File: config.mk
export PLATFORM = sky130hd
export DESIGN_NAME = pipe_stage_skid_reg
export DESIGN_NICKNAME = d
export VERILOG_FILES = /design/src/rtl/rv32i_types.sv /design/src/rtl/sat_counter.sv /design/src/rtl/pipe_stage_skid_reg.sv
export SDC_FILE = /design/constraint.sdc
export NUM_CORES = 1
export LEC_CHECK = 0
export ABC_AREA = 1
export BUFFER_PORTS_ARGS = -buffer_cell sky130_fd_sc_hd__clkbuf_2
export CAP_MARGIN = 20
export CELL_PAD_IN_SITES_DETAIL_PLACEMENT = 1
export CELL_PAD_IN_SITES_GLOBAL_PLACEMENT = 1
export CORE_ASPECT_RATIO = 0.8
export CORE_MARGIN = 1
export CORE_UTILIZATION = 40
export DETAILED_ROUTE_END_ITERATION = 6
export PLACE_DENSITY_LB_ADDON = 0.15
export SLEW_MARGIN = 40
export SYNTH_ARGS = -nofsm -noshare
export SYNTH_HDL_FRONTEND = slang
export SYNTH_SLANG_ARGS = --single-unit
File: constraint.sdc
create_clock -name clk -period 2.84 [get_ports clk]
set_clock_uncertainty 0.05 [all_clocks]
set_input_delay 0.426 -clock clk [delete_from_list [all_inputs] [get_ports clk]]
set_output_delay 0.426 -clock clk [all_outputs]
set_load 0.03 [all_outputs]
File: src/rtl/rv32i_types.sv
// Shared types for the rv32i pipeline: pipe-stage occupancy state and the
// payload carried between stages. Instantiating sites build a
// stage_payload_t and pass WIDTH = $bits(stage_payload_t) to
// pipe_stage_skid_reg.
package rv32i_types;

  // Occupancy of a two-entry pipe stage.
  typedef enum logic [1:0] {
    EMPTY = 2'd0,
    ONE   = 2'd1,
    FULL  = 2'd2
  } stage_state_t;

  // Decoded control bits that travel alongside an instruction.
  typedef struct packed {
    logic [3:0] alu_op;
    logic       reg_write;
    logic       mem_read;
    logic       mem_write;
    logic       branch;
  } control_word_t;

  // Everything a downstream stage needs about one instruction.
  typedef struct packed {
    logic [31:0]   pc;
    logic [31:0]   ir;
    logic [31:0]   rs1_val;
    logic [31:0]   rs2_val;
    control_word_t ctrl;
  } stage_payload_t;

  localparam int unsigned STAGE_PAYLOAD_W = $bits(stage_payload_t);

endpackage

File: src/rtl/sat_counter.sv
// Saturating up-counter used for pipe-stage statistics. Counts one per
// cycle with inc high, sticks at all-ones, clears on synchronous rst.
module sat_counter #(
  parameter int unsigned CNT_W = 32
) (
  input  logic             clk,
  input  logic             rst,
  input  logic             inc,
  output logic [CNT_W-1:0] count
);

  logic [CNT_W-1:0] count_q;
  logic [CNT_W-1:0] count_d;

  // Next count: advance on inc unless already at all-ones.
  always_comb begin
    count_d = count_q;
    if (inc && (count_q != '1)) begin
      count_d = count_q + CNT_W'(1);
    end
  end

  // Counter register with synchronous clear.
  always_ff @(posedge clk) begin
    if (rst) begin
      count_q <= '0;
    end else begin
      count_q <= count_d;
    end
  end

  assign count = count_q;

endmodule

File: src/rtl/pipe_stage_skid_reg.sv
// Two-entry (main + skid) pipeline register with valid/ready handshakes.
// in_ready depends on state only, so there is no combinational path from
// out_ready back to in_ready, and full throughput is kept with out_ready high.
// flush drops all held entries without touching the payload registers.
// Optional macro PIPE_STAGE_STATS_EN adds saturating stall_cnt / flush_cnt.
module pipe_stage_skid_reg
  import rv32i_types::*;
#(
  parameter int unsigned WIDTH = 32,
  parameter int unsigned CNT_W = 32
) (
  input  logic             clk,
  input  logic             rst,
  input  logic             flush,
  input  logic             in_valid,
  output logic             in_ready,
  input  logic [WIDTH-1:0] in_data,
  output logic             out_valid,
  input  logic             out_ready,
  output logic [WIDTH-1:0] out_data
`ifdef PIPE_STAGE_STATS_EN
  ,
  output logic [CNT_W-1:0] stall_cnt,
  output logic [CNT_W-1:0] flush_cnt
`endif
);

  // Reject illegal parameterisations at elaboration time.
  if ((WIDTH < 1) || (WIDTH > 1024)) begin : g_bad_width
    $error("pipe_stage_skid_reg: WIDTH must be in 1..1024");
  end
  if (CNT_W < 1) begin : g_bad_cnt_w
    $error("pipe_stage_skid_reg: CNT_W must be at least 1");
  end

  stage_state_t     state_q, state_d;
  logic [WIDTH-1:0] main_q, main_d;
  logic [WIDTH-1:0] skid_q, skid_d;
  logic             in_fire;
  logic             out_fire;

  // Handshake outputs are decoded from the state register alone.
  assign out_valid = (state_q != EMPTY);
  assign in_ready  = (state_q != FULL);
  assign out_data  = main_q;
  assign in_fire   = in_valid && in_ready;
  assign out_fire  = out_valid && out_ready;

  // Next-state and payload steering; flush overrides every transfer.
  always_comb begin
    // NOTE: every variable gets a default before any branch so no path
    // leaves it unassigned -- otherwise synthesis infers a latch.
    state_d = state_q;
    main_d  = main_q;
    skid_d  = skid_q;
    if (flush) begin
      state_d = EMPTY;
    end else begin
      unique case (state_q)
        EMPTY: begin
          if (in_fire) begin
            main_d  = in_data;
            state_d = ONE;
          end
        end
        ONE: begin
          if (in_fire && out_fire) begin
            main_d = in_data;
          end else if (in_fire) begin
            skid_d  = in_data;
            state_d = FULL;
          end else if (out_fire) begin
            state_d = EMPTY;
          end
        end
        FULL: begin
          if (out_fire) begin
            main_d  = skid_q;
            state_d = ONE;
          end
        end
        default: state_d = EMPTY;
      endcase
    end
  end

  // State and payload registers; reset clears the payload too so out_data
  // reads zero straight out of reset.
  always_ff @(posedge clk) begin
    // NOTE: sequential state uses non-blocking assignments so every register
    // samples the pre-edge values regardless of statement order.
    if (rst) begin
      state_q <= EMPTY;
      main_q  <= '0;
      skid_q  <= '0;
    end else begin
      state_q <= state_d;
      main_q  <= main_d;
      skid_q  <= skid_d;
    end
  end

`ifdef PIPE_STAGE_STATS_EN
  logic stall_inc;
  logic flush_inc;

  // A stall is a held entry the downstream stage declines; a counted flush
  // is one that actually discarded something.
  assign stall_inc = out_valid && !out_ready;
  assign flush_inc = flush && (state_q != EMPTY);

  sat_counter #(.CNT_W(CNT_W)) u_stall_cnt (
    .clk   (clk),
    .rst   (rst),
    .inc   (stall_inc),
    .count (stall_cnt)
  );

  sat_counter #(.CNT_W(CNT_W)) u_flush_cnt (
    .clk   (clk),
    .rst   (rst),
    .inc   (flush_inc),
    .count (flush_cnt)
  );
`endif

endmodule
==> impl_metrics.ini, run 1 <==
[run_status]
status = completed

[clocking]
cts.sinks = 66
cts_setup_buffers = 0
hold_buffers = 0
cts_tree = done
cts.htree.levels = 3
cts_resized = 0
cts_buffers = 9
clock_path_buffers = 2
cts_root_buf = clkbuf_8
clk_latency_ns = 0.35
path_clk_slew_ns = 0.07

[worst_hold_path]
min_to = state_q[1]$_SDFFE_PP0P_
min_from = out_ready
min_path_type = in -> reg
hold_depth = 2

[synthesis]
netlist_top_cells_count = nand2_1, nand3_1, dfxtp_1, a21oi_1, inv_1
yosysWarnings = 0
synth_edf_count = 0
syn_area_sq_um = 3210
synth.area.top_cells = dfxtp_1, nand2_1, nand3_1
ys_types = 19
async_flop_share_pct = 0
postSynthCellCount = 488
synth_ff_type = dfxtp_1
yosysTopAreaCellShare_pct = 41.2
synth_seq_cells = 66
syn_nets = 525
synth.avg_cell_area_sq_um = 6.58
synth.most_common_cell = nand2_1
synth_seq_area_share_pct = 41.2
synth.largest_area_cell = dfxtp_1

[pwr]
share_comb_of_total_power_pct = 15.9
internal_power_uw = 1600
p_sw_share_pct = 28.5
powerDensity_nw_per_um2 = 589
ir_drop_v = 0.000212
p_leak_uw = 0.00183
pwr-share-seq_pct = 44.5
power_switching_uw = 637
finalPower_uw = 2230
p_clk_share_pct = 39.7

[timing]
whs_ns = 0.287
slew_headroom_pct = 54.2
final.setup.worst_slack_ns = 0.471
fmax_mhz = 422
post-route-period-util_pct = 83.4
hold_viol = 0
maxSlewViolCount = 0
finalSetupViolCount = 0
finalSetupTns_ns = 0
worstMarginPinSlew_ns = 0.686
period_needed_ns = 2.37
rsz0062_at_grt = no

[detailed_routing]
drc = 0
via_per_inst = 5.11
final_antenna_net_count = 0
drt_pass1_iterations = 4
via_count = 3312
wirelength_um = 9270
drt_iter0_drc = 143
post_drt_wl_per_cell_um = 14.3

[cells_and_area]
multiInputGateArea_sq_um = 1560
regArea_sq_um = 1320
fin_util_pct = 50.1
diodes = 0
drive_above_1_share_pct = 19.0
nNetsFinal = 575
fill_cells = 1067
area_growth_pct = 18.0

[die]
num_rows = 28
core_sq_um = 7570
dieArea_sq_um = 8390
io_pins = 71
start_util_pct = 42.4
die_y_um = 82.1
die_width_um = 102

[place]
io_buffers = 70
place_ws_ns = 0.457
place_congestion = 0.807
dp_hpwl_um = 6020

[grt]
grt.total_usage_pct = 23.7
grt_pass1_vias = 3145
grt_pass1_wl_um = 15400
antenna_found_initial = 0
grt_start_max_net_pins = 65
global_route.overflow_total = 0

[worst_setup_path]
rr_endpoint = skid_q[29]$_SDFFE_PP0P_
cp.required_ns = 3.01
worstSetupStartpointType = flip-flop
cp_max_fo = 36
worstSetupEndpointType = flip-flop
arrival_ns = 2.54
r2r_start = state_q[0]$_SDFFE_PP0P_
worstRegToRegCells = 6
rrSetupSlack_ns = 0.47
critPathKind = reg -> reg

[flow_run]
max_cap_viol_count = 0
## metal layers
| metal | share of wire [%] | global-route usage, % |
|---|---|---|
| met1 | 47 | 31.2 |
| met4 | 1.2 | 5.71 |
| met2 | 46 | 39.5 |
| met5 | 0 | 0 |
| met3 | 5.2 | 5.13 |
## cell families (layout without fill, tap and decap cells)
logic type	Yosys count	after routing	synth area share (%)
and+or+nand+nor	278	278	37.8
buffers and inverters	77	132	10.4
AOI/OAI and AO/OA	67	67	10.7
DFF	66	66	41.2
## power groups by stage
| stage | clock (uW) | combinational, uW | sequential [uW] |
|---|---|---|---|
| 2_1_floorplan | 0 | 173 | 1090 |
| 3_3_place_gp | 0 | 349 | 1010 |
| 3_5_place_dp | 0 | 356 | 1010 |
| 4_1_cts | 903 | 357 | 993 |
| 5_1_grt | 941 | 393 | 998 |
| 6_report | 886 | 354 | 993 |
## flip-flops by register name, indices dropped and copies added, names as in the netlist
name,count
out_data,32
skid_q,32
state_q,2
## layout make-up
| class | count | share of cell area [%] |
|---|---|---|
| Timing Repair Buffer | 77 | 11.0 |
| Multi-Input combinational cell | 345 | 41.1 |
| Clock inverter | 5 | 2.05 |
| Sequential cell | 66 | 34.9 |
| Clock buffer | 11 | 3.73 |
| Inverter | 39 | 3.86 |
| Tap cell | 105 | 3.47 |
## worst max-delay path, stage by stage, from the launching register on
cell	delay (ns)
dfxtp_1	0.33
inv_2	0.51
a21boi_2	0.14
nand2_4	0.37
nand2_2	0.50
nand2_1	0.22
a21oi_1	0.08
## placed cells by master, fill, tap and decap left out
| cell | count |
|---|---|
| a211oi_1 | 1 |
| a21boi_2 | 1 |
| a21oi_1 | 64 |
| buf_12 | 1 |
| buf_4 | 6 |
| bufinv_16 | 2 |
| clkbuf_1 | 1 |
| clkbuf_2 | 70 |
| clkbuf_8 | 10 |
| clkinv_2 | 2 |
| clkinvlp_4 | 1 |
| dfxtp_1 | 66 |
| inv_1 | 38 |
| inv_2 | 1 |
| nand2_1 | 137 |
| nand2_2 | 3 |
| nand2_4 | 2 |
| nand3_1 | 96 |
| nor2_1 | 35 |
| nor2_2 | 1 |
| nor2_4 | 3 |
| nor3_1 | 1 |
| o21ai_0 | 1 |
## worst max path at each step
stage,startpoint,endpoint,slack [ns],cells after the start
final,state_q[0]$_SDFFE_PP0P_,skid_q[29]$_SDFFE_PP0P_,0.47,6
after global routing,state_q[0]$_SDFFE_PP0P_,out_data[19]$_SDFFE_PP0P_,0.32,7
after CTS,state_q[0]$_SDFFE_PP0P_,out_data[24]$_SDFFE_PP0P_,0.47,6
after detailed placement,state_q[0]$_SDFFE_PP0P_,out_data[24]$_SDFFE_PP0P_,0.46,6
after global placement,state_q[0]$_SDFFE_PP0P_,out_data[13]$_SDFFE_PP0P_,0.54,6
after floorplan,state_q[0]$_SDFFE_PP0P_,out_data[10]$_SDFFE_PP0P_,1.41,8
## stage by stage
stage / instance area, sq um / std cells
6_report: 3790 / 648
5_1_grt: 3790 / 648
3_5_place_dp: 3570 / 632
4_1_cts: 3790 / 648
2_1_floorplan: 3210 / 488
3_3_place_gp: 3570 / 632
Note: power is estimated with default switching activity, not from simulation.
==> run 2: changes to the inputs <==
--- a/config.mk
+++ b/config.mk
@@ -12,7 +12,7 @@
 export CELL_PAD_IN_SITES_GLOBAL_PLACEMENT = 1
 export CORE_ASPECT_RATIO = 0.8
 export CORE_MARGIN = 1
-export CORE_UTILIZATION = 40
+export CORE_UTILIZATION = 37
 export DETAILED_ROUTE_END_ITERATION = 6
 export PLACE_DENSITY_LB_ADDON = 0.15
 export SLEW_MARGIN = 40
==> constraint.sdc (replaced) <==
create_clock -name clk -period 2.3 [get_ports clk]
set_clock_uncertainty 0.05 [all_clocks]
set_input_delay 0.345 -clock clk [delete_from_list [all_inputs] [get_ports clk]]
set_output_delay 0.345 -clock clk [all_outputs]
set_load 0.03 [all_outputs]
==> impl_metrics.ini, run 2 (synthesized netlist as in run 1, its figures left out) <==
[worst_setup_path]
arrival_ns = 2.08
critPathKind = reg -> reg
cp_top_family = simple AND/OR/NAND/NOR gates
cp_max_fo = 64
cp.required_ns = 2.49
slowest_delay_ns = 0.50
crit_path_start = state_q[1]$_SDFFE_PP0P_
cp_common_cell = nor2_1
slowest_stage = dfxtp_1
path_cells = nor2_1, nor2_1, nand2_4, nand2_4, nand3_1, nand2_1, nor2_1
critPathBufInv = 0
worstSetupStartpointType = flip-flop
worstSetupEndpointType = flip-flop
r2r_start = state_q[1]$_SDFFE_PP0P_

[cells_and_area]
fill_cells = 1104
nNetsFinal = 578
multiInputGateArea_sq_um = 1560
area_growth_pct = 17.4
final_common_cell = nand2_1
regArea_sq_um = 1320
final_cell_mix = nand2_1, nand3_1, clkbuf_2
drive_above_1_share_pct = 19.1
diodes = 0

[grt]
antenna_found_initial = 0
grt.total_usage_pct = 22.1
grt_pass1_wl_um = 16000
grt_start_max_net_pins = 65
grt_pass1_vias = 3259
global_route.overflow_total = 0

[timing]
finalSetupViolCount = 0
period_needed_ns = 1.89
maxSlewViolCount = 0
post-route-period-util_pct = 82.3
hold_viol = 0
finalSetupTns_ns = 0
fmax_mhz = 528
final.setup.worst_slack_ns = 0.408
worstMarginPinSlew_ns = 0.678
rsz0062_at_grt = no
slew_headroom_pct = 54.6

[clocking]
cts_resized = 0
cts_setup_buffers = 0
cts.htree.levels = 3
clock_path_buffers = 2
path_clk_slew_ns = 0.07
cts_root_buf = clkbuf_8
clk_latency_ns = 0.34
hold_buffers = 0
cts_tree = done
cts.sinks = 66
cts_buffers = 9

[die]
die_y_um = 85.3
io_pins = 71
dieArea_sq_um = 9060
core_sq_um = 8160
die_width_um = 106
num_rows = 29
start_util_pct = 39.3

[detailed_routing]
wirelength_um = 9380
via_count = 3287
final_antenna_net_count = 0
drt_pass1_iterations = 4
drt_iter0_drc = 162
post_drt_wl_per_cell_um = 14.4
drc = 0
via_per_inst = 5.03

[pwr]
powerDensity_nw_per_um2 = 674
ir_drop_v = 0.000357
p_leak_uw = 0.00182

[flow_run]
max_cap_viol_count = 0

[worst_hold_path]
min_from = out_ready
min_path_type = in -> reg

[place]
place_congestion = 0.756
dp_hpwl_um = 6160
place_ws_ns = 0.394
io_buffers = 70

[run_status]
status = completed
run 2: path summary, 6_finish.rpt:
path,slack [ns],depth (start not counted),to
min,0.22,2,state_q[1]$_SDFFE_PP0P_
min reg2reg,0.41,2,skid_q[1]$_SDFFE_PP0P_
max,0.41,7,out_data[17]$_SDFFE_PP0P_
max reg2reg,0.41,7,out_data[17]$_SDFFE_PP0P_
run 2: layer usage:
metal / track usage [%] / share of wire [%] / up-vias
li1: - / - / 1672
met1: 31.2 / 50 / 1524
met2: 34.5 / 44 / 81
met3: 4.15 / 5.0 / 10
met4: 6.06 / 1.2 / 0
met5: 0 / 0 / -
run 2: final cells by class:
class / count / share of cell area, %
multi-input combinational: 345 / 41.3
tap: 108 / 3.59
clock buffer: 13 / 4.22
sequential: 66 / 35.1
timing repair buffer: 80 / 11.6
inverter: 39 / 3.88
clock inverter: 2 / 0.332
run 2: through the flow:
step / cell area [sq um] / utilization [%] / total power (uW) / cells / hold slack, ns
6_report: 3770 / 46.2 / 2540 / 653 / 0.216
5_1_grt: 3770 / 46.2 / 2680 / 653 / 0.216
4_1_cts: 3770 / 46.2 / 2570 / 653 / 0.194
3_5_place_dp: 3600 / 44.1 / 1700 / 638 / 0.406
3_3_place_gp: 3600 / 44.1 / 1690 / 638 / 0.398
2_1_floorplan: 3210 / - / 1550 / 488 / 0.373
run 2: report_power, final:
| group | switching (uW) | internal, uW |
|---|---|---|
| logic | 304 | 138 |
| clock network | 426 | 444 |
| registers | 28.9 | 1200 |
| total | 759 | 1780 |
==> run 3: changes to the inputs <==
==> constraint.sdc (replaced) <==
create_clock -name clk -period 1.75 [get_ports clk]
set_clock_uncertainty 0.05 [all_clocks]
set_input_delay 0.2625 -clock clk [delete_from_list [all_inputs] [get_ports clk]]
set_output_delay 0.2625 -clock clk [all_outputs]
set_load 0.03 [all_outputs]
==> impl_metrics.ini, run 3 (synthesized netlist as in run 1, its figures left out) <==
[timing]
worstMarginPinSlew_ns = 0.407
post-route-period-util_pct = 96.6
period_needed_ns = 1.69
hold_viol = 0
finalSetupViolCount = 0
slew_headroom_pct = 72.9
fmax_mhz = 591
whs_ns = 0.113
finalSetupTns_ns = 0
maxSlewViolCount = 0

[worst_setup_path]
critPathBufInv = 3
path_cells = buf_12, nand2_2, buf_6, clkbuf_4
cp_max_fo = 16
worstSetupEndpointType = primary output
arrival_ns = 1.38
critPathKind = reg -> out
cp_top_family = buffers and inverters
cp.required_ns = 1.44
worstSetupStartpointType = flip-flop
slowest_stage = dfxtp_4
slowest_delay_ns = 0.39

[pwr]
finalPower_uw = 3250
powerDensity_nw_per_um2 = 840
p_leak_uw = 0.00188
ir_drop_v = 0.000357

[cells_and_area]
fin_area_sq_um = 3870
diodes = 0
final_common_cell = nand2_1
area_growth_pct = 20.7
nNetsFinal = 586
final_cell_mix = nand2_1, nand3_1, clkbuf_2
drive_above_1_share_pct = 20.8
fin_cells = 661

[die]
core_sq_um = 8160
die_width_um = 106
io_pins = 71
num_rows = 29
die_y_um = 85.3
dieArea_sq_um = 9060
start_util_pct = 39.3

[clocking]
cts.htree.levels = 3
cts_root_buf = clkbuf_8
cts_buffers = 9
path_clk_slew_ns = 0.07
hold_buffers = 0
cts.sinks = 66
clock_path_buffers = 2
clk_latency_ns = 0.34
cts_tree = done

[detailed_routing]
drt_pass1_iterations = 4
post_drt_wl_per_cell_um = 14.4
via_per_inst = 5.05
drt_iter0_drc = 187
final_antenna_net_count = 0
drc = 0
wirelength_um = 9500
via_count = 3341

[grt]
grt_pass1_wl_um = 16100
grt_start_max_net_pins = 65
antenna_found_initial = 0
grt.total_usage_pct = 22.8
grt_pass1_vias = 3295
global_route.overflow_total = 0

[run_status]
status = completed

[place]
io_buffers = 70
dp_hpwl_um = 6710
dpl.cell_count = 646
dpl-instance-area_sq_um = 3690
place_congestion = 0.763

[flow_run]
max_cap_viol_count = 0

[worst_hold_path]
min_path_type = in -> reg
[run 3: worst paths after layout]
kind / start / end / slack [ns] / cells after the start
setup / recovery: state_q[1]$_SDFFE_PP0P_ / in_ready / 0.06 / 4
hold / removal: out_ready / state_q[1]$_SDFFE_PP0P_ / 0.11 / 2
setup reg to reg: state_q[1]$_SDFFE_PP0P_ / out_data[16]$_SDFFE_PP0P_ / 0.21 / 7
hold reg to reg: skid_q[10]$_SDFFE_PP0P_ / skid_q[10]$_SDFFE_PP0P_ / 0.42 / 2
[run 3: area by class of cell]
type                            instances  area (sq um)
Sequential cell                        66          1330
Multi-Input combinational cell        345          1560
Tap cell                              108           135
Fill cell                            1110          4290
Clock inverter                          4          20.0
Inverter                               39           149
Timing Repair Buffer                   88           554
Clock buffer                           11           131
[run 3: worst register-to-register path, stage by stage (launching register included)]
cell and delay, ns:
dfxtp_4 0.39, nor2_2 0.18, inv_1 0.11, nor2_2 0.17, nor2_4 0.07, buf_12 0.20, a21oi_1 0.20, nor2_1 0.06
[run 3: through the flow]
step | setup slack (ns) | util (%)
CTS | 0.0306 | 47.3
detailed placement | 0.0423 | 45.3
finish | 0.0592 | 47.5
global route | -0.000532 | 47.5
global placement | 0.162 | 45.3
floorplan | 0.318 | -
[run 3: what timing repair did]
item | 4_1_cts | 5_1_grt
endpoints found under the setup margin | 1 | 3
setup buffers | 0 | 0
resized for setup | 6 | 4
[run 3: power by group]
group / switching (uW) / internal [uW] / leakage (uW) / total, uW
clock: 545 / 496 / 0.0000827 / 1040
sequential: 38.9 / 1570 / 0.000540 / 1610
combinational: 403 / 196 / 0.00126 / 599
total: 987 / 2270 / 0.00188 / 3250
[run 3: metal layers]
metal	vias up	routed length, um	track usage, %
li1	1682	-	-
met1	1569	4580	31.2
met2	82	4370	35.8
met3	8	468	4.69
met4	0	82	7.32
met5	-	0	0
